<file path="config.mk">
export PLATFORM = sky130hd
export DESIGN_NAME = dmem_arbiter_flat
export DESIGN_NICKNAME = d
export VERILOG_FILES = /design/src/rtl/dmem_arbiter_if.sv /design/src/rtl/dmem_arbiter.sv /design/src/flat_wrapper.sv
export SDC_FILE = /design/constraint.sdc
export NUM_CORES = 1
export LEC_CHECK = 0
export CAP_MARGIN = 20
export CORE_MARGIN = 3
export CORE_UTILIZATION = 32
export DETAILED_ROUTE_END_ITERATION = 10
export PLACE_DENSITY_LB_ADDON = 0.12
export SETUP_SLACK_MARGIN = 0.4
export SLEW_MARGIN = 30
export SYNTH_ARGS = -nofsm -noshare
export SYNTH_HDL_FRONTEND = slang
export SYNTH_SLANG_ARGS = --single-unit
</file>
<file path="constraint.sdc">
create_clock -name clk -period 1.8 [get_ports clk]
set_input_delay 0.36 -clock clk [delete_from_list [all_inputs] [get_ports clk]]
set_output_delay 0.36 -clock clk [all_outputs]
set_load 0.03 [all_outputs]
</file>
<file path="src/rtl/dmem_arbiter_if.sv">
// Bus bundle between the data-memory arbiter and its CPU, DMA and DataRAM neighbours.
// slave = arbiter view, master = surrounding pipeline/DMA/RAM view.
interface dmem_arbiter_if #(
  parameter int unsigned ADDR_W = 6,
  parameter int unsigned LEN_W  = 4
);
  // CPU (MEM stage) port
  logic              cpu_req;
  logic              cpu_we;
  logic [ADDR_W-1:0] cpu_addr;
  logic [31:0]       cpu_wdata;
  logic [31:0]       cpu_rdata;
  logic              cpu_stall;

  // DMA / loader burst port
  logic              dma_req;
  logic              dma_we;
  logic [ADDR_W-1:0] dma_addr;
  logic [LEN_W-1:0]  dma_len;
  logic [31:0]       dma_wdata;
  logic              dma_beat;
  logic [31:0]       dma_rdata;
  logic              dma_rvalid;
  logic              dma_done;

  // DataRAM port
  logic [ADDR_W-1:0] ram_a;
  logic [31:0]       ram_d;
  logic              ram_we;
  logic [31:0]       ram_spo;

  modport slave (
    input  cpu_req, cpu_we, cpu_addr, cpu_wdata,
    output cpu_rdata, cpu_stall,
    input  dma_req, dma_we, dma_addr, dma_len, dma_wdata,
    output dma_beat, dma_rdata, dma_rvalid, dma_done,
    output ram_a, ram_d, ram_we,
    input  ram_spo
  );

  modport master (
    output cpu_req, cpu_we, cpu_addr, cpu_wdata,
    input  cpu_rdata, cpu_stall,
    output dma_req, dma_we, dma_addr, dma_len, dma_wdata,
    input  dma_beat, dma_rdata, dma_rvalid, dma_done,
    input  ram_a, ram_d, ram_we,
    output ram_spo
  );
endinterface

</file>
<file path="src/rtl/dmem_arbiter.sv">
// Single-port DataRAM arbiter: CPU priority, DMA bursts with a starvation-forced beat.
// Optional DMEM_ARB_STATS_EN adds a saturating stall_cnt output.
module dmem_arbiter #(
  parameter int unsigned ADDR_W   = 6,
  parameter int unsigned LEN_W    = 4,
  parameter int unsigned MAX_WAIT = 8
) (
  input  logic                clk,
  input  logic                reset,
  dmem_arbiter_if.slave       bus
`ifdef DMEM_ARB_STATS_EN
  ,
  output logic [15:0]         stall_cnt
`endif
);

  localparam int unsigned WAIT_W = $clog2(MAX_WAIT + 1);

  typedef enum logic {
    IDLE,
    BURST
  } state_t;

  state_t            state;
  state_t            state_next;

  logic [ADDR_W-1:0] base;
  logic [LEN_W-1:0]  len;
  logic              we_l;
  logic [LEN_W-1:0]  beat_cnt;
  logic [WAIT_W-1:0] wait_cnt;
  logic [31:0]       dma_rdata;
  logic              dma_rvalid;
  logic              dma_done;

  logic              force_beat;
  logic              dma_own;
  logic              last_beat;
  logic [ADDR_W-1:0] beat_addr;

  logic [ADDR_W-1:0] ram_a;
  logic [31:0]       ram_d;
  logic              ram_we;
  logic              cpu_stall;

  // Arbitration decision shared by next-state and output logic
  always_comb begin
    force_beat = 1'b0;
    dma_own    = 1'b0;
    last_beat  = 1'b0;
    beat_addr  = base + ADDR_W'(beat_cnt);
    if (state == BURST) begin
      force_beat = (wait_cnt == WAIT_W'(MAX_WAIT));
      dma_own    = !bus.cpu_req || force_beat;
      last_beat  = dma_own && (beat_cnt == len);
    end
  end

  always_ff @(posedge clk or negedge reset) begin
    if (!reset) state <= IDLE;
    else        state <= state_next;
  end

  always_comb begin
    state_next = state;
    case (state)
      IDLE:    if (bus.dma_req) state_next = BURST;
      BURST:   if (last_beat)   state_next = IDLE;
      default: state_next = IDLE;
    endcase
  end

  // The CPU keeps the RAM whenever the DMA does not own this cycle
  always_comb begin
    ram_a     = bus.cpu_addr;
    ram_d     = bus.cpu_wdata;
    ram_we    = bus.cpu_req && bus.cpu_we;
    cpu_stall = 1'b0;
    if (dma_own) begin
      ram_a     = beat_addr;
      ram_d     = bus.dma_wdata;
      ram_we    = we_l;
      cpu_stall = bus.cpu_req;
    end
  end

  always_ff @(posedge clk or negedge reset) begin
    if (!reset) begin
      base       <= '0;
      len        <= '0;
      we_l       <= 1'b0;
      beat_cnt   <= '0;
      wait_cnt   <= '0;
      dma_rdata  <= '0;
      dma_rvalid <= 1'b0;
      dma_done   <= 1'b0;
    end else begin
      dma_done   <= last_beat;
      dma_rvalid <= dma_own && !we_l;
      if (dma_own && !we_l) dma_rdata <= bus.ram_spo;

      if (state == IDLE) begin
        if (bus.dma_req) begin
          base     <= bus.dma_addr;
          len      <= bus.dma_len;
          we_l     <= bus.dma_we;
          beat_cnt <= '0;
          wait_cnt <= '0;
        end
      end else begin
        if (dma_own) begin
          beat_cnt <= beat_cnt + LEN_W'(1);
          wait_cnt <= '0;
        end else begin
          wait_cnt <= wait_cnt + WAIT_W'(1);
        end
      end
    end
  end

`ifdef DMEM_ARB_STATS_EN
  always_ff @(posedge clk or negedge reset) begin
    if (!reset)
      stall_cnt <= '0;
    else if (cpu_stall && (stall_cnt != 16'hFFFF))
      stall_cnt <= stall_cnt + 16'd1;
  end
`endif

  assign bus.ram_a      = ram_a;
  assign bus.ram_d      = ram_d;
  assign bus.ram_we     = ram_we;
  assign bus.cpu_stall  = cpu_stall;
  assign bus.cpu_rdata  = bus.ram_spo;
  assign bus.dma_beat   = dma_own;
  assign bus.dma_rdata  = dma_rdata;
  assign bus.dma_rvalid = dma_rvalid;
  assign bus.dma_done   = dma_done;

endmodule

</file>
<file path="src/flat_wrapper.sv">
// flat-port wrapper written by rule: the top's interface ports become plain ports
module dmem_arbiter_flat 
#(
  parameter int unsigned ADDR_W   = 6,
  parameter int unsigned LEN_W    = 4,
  parameter int unsigned MAX_WAIT = 8
)
  (clk, reset, bus_cpu_req, bus_cpu_we, bus_cpu_addr, bus_cpu_wdata, bus_cpu_rdata, bus_cpu_stall, bus_dma_req, bus_dma_we, bus_dma_addr, bus_dma_len, bus_dma_wdata, bus_dma_beat, bus_dma_rdata, bus_dma_rvalid, bus_dma_done, bus_ram_a, bus_ram_d, bus_ram_we, bus_ram_spo);
  dmem_arbiter_if #(.ADDR_W(ADDR_W), .LEN_W(LEN_W)) bus_i ();
  input  logic clk;
  input  logic reset;
  input wire logic [$bits(bus_i.cpu_req)-1:0] bus_cpu_req;
  input wire logic [$bits(bus_i.cpu_we)-1:0] bus_cpu_we;
  input wire logic [$bits(bus_i.cpu_addr)-1:0] bus_cpu_addr;
  input wire logic [$bits(bus_i.cpu_wdata)-1:0] bus_cpu_wdata;
  output wire logic [$bits(bus_i.cpu_rdata)-1:0] bus_cpu_rdata;
  output wire logic [$bits(bus_i.cpu_stall)-1:0] bus_cpu_stall;
  input wire logic [$bits(bus_i.dma_req)-1:0] bus_dma_req;
  input wire logic [$bits(bus_i.dma_we)-1:0] bus_dma_we;
  input wire logic [$bits(bus_i.dma_addr)-1:0] bus_dma_addr;
  input wire logic [$bits(bus_i.dma_len)-1:0] bus_dma_len;
  input wire logic [$bits(bus_i.dma_wdata)-1:0] bus_dma_wdata;
  output wire logic [$bits(bus_i.dma_beat)-1:0] bus_dma_beat;
  output wire logic [$bits(bus_i.dma_rdata)-1:0] bus_dma_rdata;
  output wire logic [$bits(bus_i.dma_rvalid)-1:0] bus_dma_rvalid;
  output wire logic [$bits(bus_i.dma_done)-1:0] bus_dma_done;
  output wire logic [$bits(bus_i.ram_a)-1:0] bus_ram_a;
  output wire logic [$bits(bus_i.ram_d)-1:0] bus_ram_d;
  output wire logic [$bits(bus_i.ram_we)-1:0] bus_ram_we;
  input wire logic [$bits(bus_i.ram_spo)-1:0] bus_ram_spo;
  assign bus_i.cpu_req = bus_cpu_req;
  assign bus_i.cpu_we = bus_cpu_we;
  assign bus_i.cpu_addr = bus_cpu_addr;
  assign bus_i.cpu_wdata = bus_cpu_wdata;
  assign bus_cpu_rdata = bus_i.cpu_rdata;
  assign bus_cpu_stall = bus_i.cpu_stall;
  assign bus_i.dma_req = bus_dma_req;
  assign bus_i.dma_we = bus_dma_we;
  assign bus_i.dma_addr = bus_dma_addr;
  assign bus_i.dma_len = bus_dma_len;
  assign bus_i.dma_wdata = bus_dma_wdata;
  assign bus_dma_beat = bus_i.dma_beat;
  assign bus_dma_rdata = bus_i.dma_rdata;
  assign bus_dma_rvalid = bus_i.dma_rvalid;
  assign bus_dma_done = bus_i.dma_done;
  assign bus_ram_a = bus_i.ram_a;
  assign bus_ram_d = bus_i.ram_d;
  assign bus_ram_we = bus_i.ram_we;
  assign bus_i.ram_spo = bus_ram_spo;
  dmem_arbiter #(.ADDR_W(ADDR_W), .LEN_W(LEN_W), .MAX_WAIT(MAX_WAIT)) u_core (.clk(clk), .reset(reset), .bus(bus_i));
endmodule
</file>
== Word-level counts from Yosys, hierarchy flattened ==
Cells that the tools add are included.

* Shifts and indexed selects: 0
* Add/subtract/negate cells: 3
* Bitwise gates (word level): 1
* Multiply operators: 0
* Multiplexer cells: 14
* Reductions and logical operators: 9
* Equality and inequality tests: 3
* Divide/modulo/power cells: 0
* Order comparisons: 0

{| class="wikitable"
|+ Operator list
! operator !! count
|-
| $mux W32 || 1
|-
| $mux W4 || 5
|-
| $add A4 B1 Y4 const B || 2
|-
| $add A6 B4 Y6 || 1
|-
| $mux W1 || 6
|-
| $mux W6 || 1
|-
| $eq A4 B4 Y1 || 1
|-
| $eq A4 B4 Y1 const B || 1
|-
| $reduce_and A2 Y1 || 2
|-
| $logic_and A1 B1 Y1 || 3
|-
| $logic_not A1 Y1 || 2
|-
| $ne A2 B2 Y1 const B || 1
|-
| $pmux W1 S2 || 1
|-
| $reduce_bool A2 Y1 || 1
|-
| $logic_or A1 B1 Y1 || 1
|-
| $not A1 Y1 || 1
|}

* Bits in writable memories: 0
* Bits in latches: 0
* Word-level logic and storage cells: 39
* ROM bits: 0
* Bits in registers: 54
* Memories: 0
* Output and inout port bits: 107

== Logic depth before layout (Yosys ltp) ==
* Depth after elaboration: 6
* Mapped depth: 10
* Mapped depth without buffers: 7

== Worst setup path after synthesis ==
No wires, ideal clock.

* Path kind: register to output
* Start point: reg u_core.wait_cnt[0]
* End point: out bus_ram_a[3]
* Arrival time: 1968 ps
* Required time: 1440 ps
* Path slack: -528 ps
* Cell stages (with the launch flop): 8
* Cell sequence: dfrtp_1 > inv_1 > ha_1 > nand3b_4 > a21bo_4 > buf_6 > buf_2 > o21ai_0

* Cells in the longest elaborated chain, start to end: 4

{| class="wikitable"
|+ RTL lines
! what !! line !! RTL
|-
| start: declaration || dmem_arbiter.sv:31 || <nowiki>logic [WAIT_W-1:0] wait_cnt;</nowiki>
|-
| start signal: assignment || dmem_arbiter.sv:115 || <nowiki>wait_cnt <= wait_cnt + WAIT_W'(1);</nowiki>
|-
| $eq A4 B4 Y1 || dmem_arbiter.sv:53 || <nowiki>force_beat = (wait_cnt == WAIT_W'(MAX_WAIT));</nowiki>
|-
| $logic_or A1 B1 Y1 || dmem_arbiter.sv:54 || <nowiki>dma_own = !bus.cpu_req || force_beat;</nowiki>
|-
| $mux W1 || dmem_arbiter.sv:52 || <nowiki>if (state == BURST) begin</nowiki>
|-
| $mux W6 || dmem_arbiter.sv:79 || <nowiki>if (dma_own) begin</nowiki>
|-
| end: declaration || flat_wrapper.sv:27 || <nowiki>output wire logic [$bits(bus_i.ram_a)-1:0] bus_ram_a;</nowiki>
|}

Every way passes these cells.

== Worst setup path in the final report ==
* Start point: reg u_core.base[0]
* End point: out bus_ram_a[4]

* Cells in the longest elaborated chain, start to end: 2

{| class="wikitable"
|+ RTL lines
! what !! line !! RTL
|-
| start: declaration || dmem_arbiter.sv:27 || <nowiki>logic [ADDR_W-1:0] base;</nowiki>
|-
| start signal: assignment || dmem_arbiter.sv:104 || <nowiki>base <= bus.dma_addr;</nowiki>
|-
| $add A6 B4 Y6 || dmem_arbiter.sv:51 || <nowiki>beat_addr = base + ADDR_W'(beat_cnt);</nowiki>
|-
| $mux W6 || dmem_arbiter.sv:79 ||
|}

Every way passes these cells.

==> impl.org <==
** Status
- The flow ran to the end, but the final reports show violations.
- Failing checks :: setup timing

** Setup path
- Worst R2R End :: u_core.bus.dma_rdata[19]
- At the worst endpoint, the required time is 1440 ps.
- Biggest fanout along the worst timing path :: 2
- The worst setup path is captured at a primary output.
- Data on the critical path arrives at its endpoint at 1930 ps.
- Worst reg2reg path startpoint :: u_core.wait_cnt[0]
- Kind of start point of the critical path :: flop
- R2R Setup Slk :: -330 ps
- Number of cells on the worst reg-to-reg path :: 11
- Type of the worst setup path :: reg -> out

** STA
- Setup ws final :: -494 ps
- Post-route fraction of the period consumed by the critical path :: 1.27
- Final hold violation count :: 0
- Between clock sinks in the finished design, the worst skew comes to 8.10 ps.
- At the pin with the least slew margin, the transition time is 510 ps.
- For the finished layout, the period the worst path requires is 2290 ps.
- Peak Freq :: 0.436 GHz
- Setup repair after global routing could not meet its margin everywhere.
- The count of final max-slew check failures came to 0.
- Endpoints failing setup :: 74
- Setup Total Neg Slack :: -26980 ps
- The worst pin sits at a relative slew slack of 0.660.

** Yosys
- For this run, asynchronously set or reset flops after synthesis account for 1.00.
- The synthesized design contains 0 enable-type register cells.
- Nets in the synthesized netlist :: 442
- The commonest cells after synthesis are 109 x nand2_1, 54 x dfrtp_1, 32 x buf_4, 28 x mux2_4, 15 x mux2_2.
- Cell area after technology mapping :: 3220 sq um
- Flip-flop cell with the highest count after synthesis :: dfrtp_1
- Of the total synthesized cell area, the portion taken by full adders, half adders and majority gates is 0.0335.
- Combinational family with the most area after synthesis :: multiplexers
- Xor/xnor share of the synthesized area :: 0.0245
- Mean post-synth cell area :: 10.2 sq um
- Synth cell types :: 34
- In the synthesized netlist, the number of instances is 316.
- Cell taking the most area after synthesis :: dfrtp_1
- The share of synthesized area in the top cell type comes to 0.420.
- Compound-Gate Fraction of Synth Area :: 0.0494
- The share of the Yosys chip area taken by registers is 0.420.
- The most common cell in the synthesized netlist is nand2_1.
- Area share of and/or/nand/nor cells after synthesis :: 0.167
- Number of storage elements in the synthesis netlist :: 54
- Main area contributors after synthesis :: dfrtp_1 42%, mux2_4 13%, nand2_1 13%
- Yosys warning count :: 0
- Share of cell area taken by muxes after synthesis :: 0.183

** Floorplanning
- Die outline width :: 106 um
- Die ar. :: 11300 sq um
- The core region is 9500 sq um.
- 225 I/O pins were placed.
- Standard-cell rows :: 35
- Initial Util :: 0.339
- Height of the chip :: 106 um

** Hold path
- Kind of path behind the tightest hold check :: in -> async

** Route
- After detailed routing, the average wire length per cell comes to 17.4 um.
- Remaining DRCs :: 0
- Number of vias per cell after detailed routing :: 4.56
- Wires add up to 12.0 mm.
- Summing over every cut layer, the via total after detailed routing is 3153.
- Detail Route Antenna Nets :: 0
- The first detailed-routing pass took 4 iterations.
- The detailed router finished its first iteration with 131 violations.

** Power and ir drop
- Power density cells :: 1280 nW/um^2
- Max rail drop VDD :: 0.000893 V
- Summed over all cells, the static leakage comes to 3.39 nW.

** Global route
- Largest net degree at the start of global routing :: 36
- Vias in the first global route :: 3352
- Residual overflow from global routing :: 0
- GRT Total Usage :: 0.193
- The number of antenna violations at the first check in global routing came to 0.
- Global-route wire length before repair :: 17.4 mm

** Placement
- The congestion estimate from routability-driven global placement came to 0.755.
- Number of buffers added on ports :: 224
- Before CTS, the worst setup slack after placement is -289 ps.
- In this run, placement finished with an instance count of 655.
- Detailed placement ended at an HPWL of 8.06 mm.
- Summing all placed instances gives a cell area of 5780 sq um.

** Clock tree
- Max H-tree Level :: 2
- TritonCTS built the clock tree.
- In this run the clock root is driven by a clkbuf_8.
- Hold buffer count at cts :: 0
- For the worst-skew pair, the clock arrives at the later sink with an insertion delay of 310 ps.
- Clock tree synthesis found a total of 54 sinks.
- Clock-pin slew was measured on the worst setup and hold paths at 100 ps.
- Counting the buffers created by CTS gives 5.
- Maximum buffer depth of the clock tree :: 2

** Finish
- The repair_antennas step left the layout with diodes totalling 0.
- Non-filler instance count after layout :: 691
- In the final layout, the share of cells above drive strength 1 is 0.593.
- Multi-input gate area in the final layout :: 2270 sq um
- Compared with the post-synthesis result, the final layout area differs by 119%.
- Sequential cell area :: 1350 sq um
- Final layout net count :: 687
- # fillers :: 632
- Post-route cell area :: 7040 sq um

** Flow run
- Max-cap violations in this run came to 0.
critical path, stage by stage, from the launching register on:
cell	delay, ps
dfrtp_1	370
ha_2	190
inv_2	40
fa_2	330
nor2b_1	120
o21ai_1	80
a211o_1	300
nand3_4	70
buf_6	130
per-stage QoR:
stage,utilization,power (W),hold slack (ps)
CTS,0.707,0.00883,12.8
floorplan,-,0.00535,64.4
global placement,0.608,0.00729,351
finish,0.741,0.00902,7.62
detailed placement,0.608,0.00737,355
global route,0.741,0.00946,30.5
logic make-up (layout without fill, tap and decap cells):
logic type	Yosys count	in the layout
compound gates	23	24
xor+xnor	9	9
fa+ha+maj	8	8
buf+inv	52	297
flops	54	54
mux	43	43
simple gates	127	127
layout by cell type, fill, tap and decap left out, drive strengths merged, types with 6 or more instances in the layout:
master and n:
mux2 43, inv 6, ha 7, o21ai 9
clkdlybuf4s15 29, buf 133, dfrtp 54, clkdlybuf4s50 109
nand2 109, clkbuf 10
per-layer routing:
layer | track usage | up-vias | share of wire
li1 | - | 1493 | -
met1 | 0.209 | 1487 | 0.37
met2 | 0.357 | 159 | 0.52
met3 | 0.0595 | 14 | 0.088
met4 | 0.0592 | 0 | 0.017
met5 | 0 | - | 0
sequential cells by signal (all words and copies together) (netlist names):
| register | cells |
|---|---|
| u_core.beat_cnt | 4 |
| u_core.base | 6 |
| u_core.state | 1 |
| u_core.bus.dma_rvalid | 1 |
| u_core.bus.dma_done | 1 |
| u_core.bus.dma_rdata | 32 |
| u_core.wait_cnt | 4 |
| u_core.len | 4 |
| u_core.we_l | 1 |
cell type report:
cell class                 count  share of cell area
inverter                       7             0.00551
sequential                    54               0.192
clock inverter                 2             0.00533
multi-input combinational    211               0.322
tap                          129              0.0229
clock buffer                   6              0.0103
timing repair buffer         282               0.442
power breakdown:
| group | switching (W) | leakage, nW | internal (W) | total, W |
|---|---|---|---|---|
| logic | 0.00292 | 2.69 | 0.00311 | 0.00603 |
| registers | 0.000376 | 0.649 | 0.00179 | 0.00216 |
| clock network | 0.000411 | 0.0514 | 0.000416 | 0.000827 |
timing repair:
item / 4_1_cts / 5_1_grt
pin swaps: 22 / 45
setup endpoints to repair: 120 / 100
endpoints found under the hold margin: 0 / 0
gates cloned: 6 / 2
setup buffers: 13 / 7
resized for setup: 235 / 72
how the worst max path moves through the flow:
stage / endpoint / start / cells past startpoint / slack (ps)
final: bus_ram_a[4] / u_core.base[0] / 8 / -490
after global routing: bus_ram_a[4] / u_core.beat_cnt[0] / 8 / -600
after floorplan: bus_ram_d[15] / u_core.wait_cnt[0] / 10 / -140
after detailed placement: bus_ram_d[29] / bus_cpu_req / 7 / -290
after CTS: bus_ram_a[4] / u_core.beat_cnt[0] / 8 / -510
after global placement: bus_ram_d[5] / bus_cpu_req / 7 / -260
Power figures use the tool's default switching activity.
==> edit: new RTL, same settings <==
`ADDR_W` is set to 6 in 3 places; all go to 8.
--- a/src/rtl/dmem_arbiter_if.sv
+++ b/src/rtl/dmem_arbiter_if.sv
@@ -2,5 +2,5 @@
 // slave = arbiter view, master = surrounding pipeline/DMA/RAM view.
 interface dmem_arbiter_if #(
-  parameter int unsigned ADDR_W = 6,
+  parameter int unsigned ADDR_W = 8,
   parameter int unsigned LEN_W  = 4
 );
--- a/src/rtl/dmem_arbiter.sv
+++ b/src/rtl/dmem_arbiter.sv
@@ -2,5 +2,5 @@
 // Optional DMEM_ARB_STATS_EN adds a saturating stall_cnt output.
 module dmem_arbiter #(
-  parameter int unsigned ADDR_W   = 6,
+  parameter int unsigned ADDR_W   = 8,
   parameter int unsigned LEN_W    = 4,
   parameter int unsigned MAX_WAIT = 8
--- a/src/flat_wrapper.sv
+++ b/src/flat_wrapper.sv
@@ -2,5 +2,5 @@
 module dmem_arbiter_flat 
 #(
-  parameter int unsigned ADDR_W   = 6,
+  parameter int unsigned ADDR_W   = 8,
   parameter int unsigned LEN_W    = 4,
   parameter int unsigned MAX_WAIT = 8
Interface: changed (resized bus_cpu_addr, bus_dma_addr and bus_ram_a); port bits go from 225 to 231. The function was not compared with the original's and may differ.
==> edit against the original RTL <==
The flow still finishes with violations (negative setup slack); core utilization shrank 2.0 points; clock power fell by 12%; sequential cell count grew 2; worst setup slack lost 0.085 ns; synthesized area up 4.0%; fmax decreased by 3.6%; design area rose by 1.9%; wire length grew 6.5%; power rose by 3.1%; sequential share of layout area is 0.35 points higher; via count up 7.5%; critical endpoint is now bus_ram_d[16]; largest power group unchanged.
==> edit: results (changes against the original RTL) <==
* Status: finished with violations
* Violated checks: negative setup slack
* H-tree depth at 2 (unchanged)
* Worst r2r src: u_core.wait_cnt[1]$_DFFE_PN0P_
* IO Port Bufs at 230 (+2.7%)
* Asr flop ratio synth at 1.00 (unchanged)
* Yosys cell types at 38 (+12%)
* Initial antenna violation count at 1 (+1)
* Area contributors post-synth: dfrtp_1, mux2_4, nand2_1
* Max VDD drop at 0.918 mV (+2.8%)
* Layout cells sized above 1 at 0.577 (-0.0159)
* Worst-Margin Slew at 0.462 ns (-0.0476 ns)
* Fin nets at 730 (+6.3%)
* First-iteration detailed-routing DRC count at 104 (-21%)
* Reg clk slew, reported paths at 0.09 ns
* Hold_ws at 0.0175 ns (+0.00987 ns)
* Final Setup Violations at 78 (+5.4%)
* CTS Buf Count at 5 (unchanged)
* Clock skew at 0.00512 ns (-0.00298 ns)
* DR pass1 iterations at 4 (unchanged)
* Clk_lat worst skew at 0.30 ns
* CP max FO at 7 (+5)
* Setup_tns at -36.91 ns (-9.92 ns)
* Reg-to-Reg End: u_core.bus.dma_rdata[19]$_DFFE_PN0P_
* First-pass GRT wire length at 17600 um (+0.99%)
* Final wirelength at 12800 um (+6.5%)
* Seq/Total Area, Yosys at 0.419 (-0.00107)
* Syn_nets at 470 (+6.3%)
* Reg2reg path depth at 12 (+1)
* Hold/Removal Path Class: in2async
* Synth top cells by count: nand2_1, dfrtp_1, buf_4, mux2_4
* GRT Util Overall at 0.189 (-0.00388)
* Top Registers: u_core.bus.dma_rdata (32), u_core.base (8)
* Clock Tree Buf Depth at 2 (unchanged)
* Largest net degree at the start of global routing at 38 (+5.6%)
* Reg2Reg Setup Slack at -0.48 ns (-0.15 ns)
* Root Buffer: clkbuf_8
* GP Congestion at 0.768 (+1.8%)
* Post-DP HPWL at 8150 um (+1.1%)
* Yosys warns at 0 (unchanged)
* Pleak at 3.37 nW (-0.73%)
* Synth Flop Type: dfrtp_1
* Vias/cell at 4.62 (+1.2%)
* Vias in the first global route at 3501 (+4.4%)
* Final worst setup slack at -0.579 ns (-0.0845 ns)
* Fill count at 679 (+7.4%)
[edit: cell types whose count changed after synthesis, sizes merged, moves of 3 or more]
cell | unedited run | this run
buf | 43 | 46
nor2 | 5 | 9
o21ai | 9 | 16
inv | 6 | 12
[edit: cell families (layout without fill, tap and decap cells)]
kind of cell,after synthesis,after routing,share of synthesized area
xor gates and xnor gates,9,9,0.0236
buffers and inverters,58,318,0.122
AOI/OAI and AO/OA,34,34,0.0673
adders and majority gates,8,8,0.0322
and+or+nand+nor,133,133,0.163
other,0,1,0
muxes,42,42,0.173
DFF,56,56,0.419
[edit: worst max-delay path, stage by stage (launching register included)]
cell and delay [ns]:
dfrtp_1 0.36, inv_1 0.05, ha_2 0.17, and3b_2 0.22, o21ai_4 0.20, buf_12 0.16
buf_12 0.14, buf_16 0.13, nand2_1 0.06, nand2_2 0.08, buf_6 0.13
[edit: final cells by class]
class	instances	area, um^2	area share
Clock buffer	7	96.3	0.0134
Inverter	12	57.6	0.00802
Multi-Input combinational cell	226	2140	0.298
Antenna cell	1	2.50	0.000349
Tap cell	133	166	0.0232
Sequential cell	56	1400	0.195
Timing Repair Buffer	299	3310	0.462
[edit: worst max path at each step]
stage          cells after the start  slack, ns             to                           start
2_1_floorplan                      7      -0.19   bus_ram_a[6]  u_core.beat_cnt[0]$_DFFE_PN0P_
3_3_place_gp                       8      -0.67   bus_ram_a[6]      u_core.base[0]$_DFFE_PN0P_
4_1_cts                           10      -0.58     bus_ram_we  u_core.wait_cnt[1]$_DFFE_PN0P_
6_report                          10      -0.58  bus_ram_d[16]  u_core.wait_cnt[1]$_DFFE_PN0P_
5_1_grt                           10      -0.67  bus_ram_d[16]  u_core.wait_cnt[1]$_DFFE_PN0P_
3_5_place_dp                       8      -0.74   bus_ram_a[6]  u_core.beat_cnt[0]$_DFFE_PN0P_
[edit: layer usage]
metal | part of all wire | global-route usage | vias to the layer above
li1 | - | - | 1604
met1 | 0.37 | 0.216 | 1602
met2 | 0.50 | 0.334 | 165
met3 | 0.11 | 0.0693 | 20
met4 | 0.018 | 0.0487 | 0
met5 | 0 | 0 | -
[edit: stage by stage]
stage          worst slack (ns)  std cells  area, um^2
6_report                 -0.579        734        7170
5_1_grt                  -0.670        734        7170
4_1_cts                  -0.575        724        6770
3_5_place_dp             -0.738        689        5780
3_3_place_gp             -0.671        689        5780
2_1_floorplan            -0.190        340        3620
[edit: repair_timing]
item	4_1_cts	5_1_grt
setup buffers	19	5
hold endpoints to repair	0	0
gates cloned	9	4
resized for setup	238	90
pin swaps	25	39
hold buffers	0	0
setup endpoints to repair	122	102
[edit: report_power, final]
part           switching, mW  internal, mW
Sequential             0.382          1.85
Clock                  0.383         0.344
Combinational           3.05          3.29
Total                   3.81          5.48
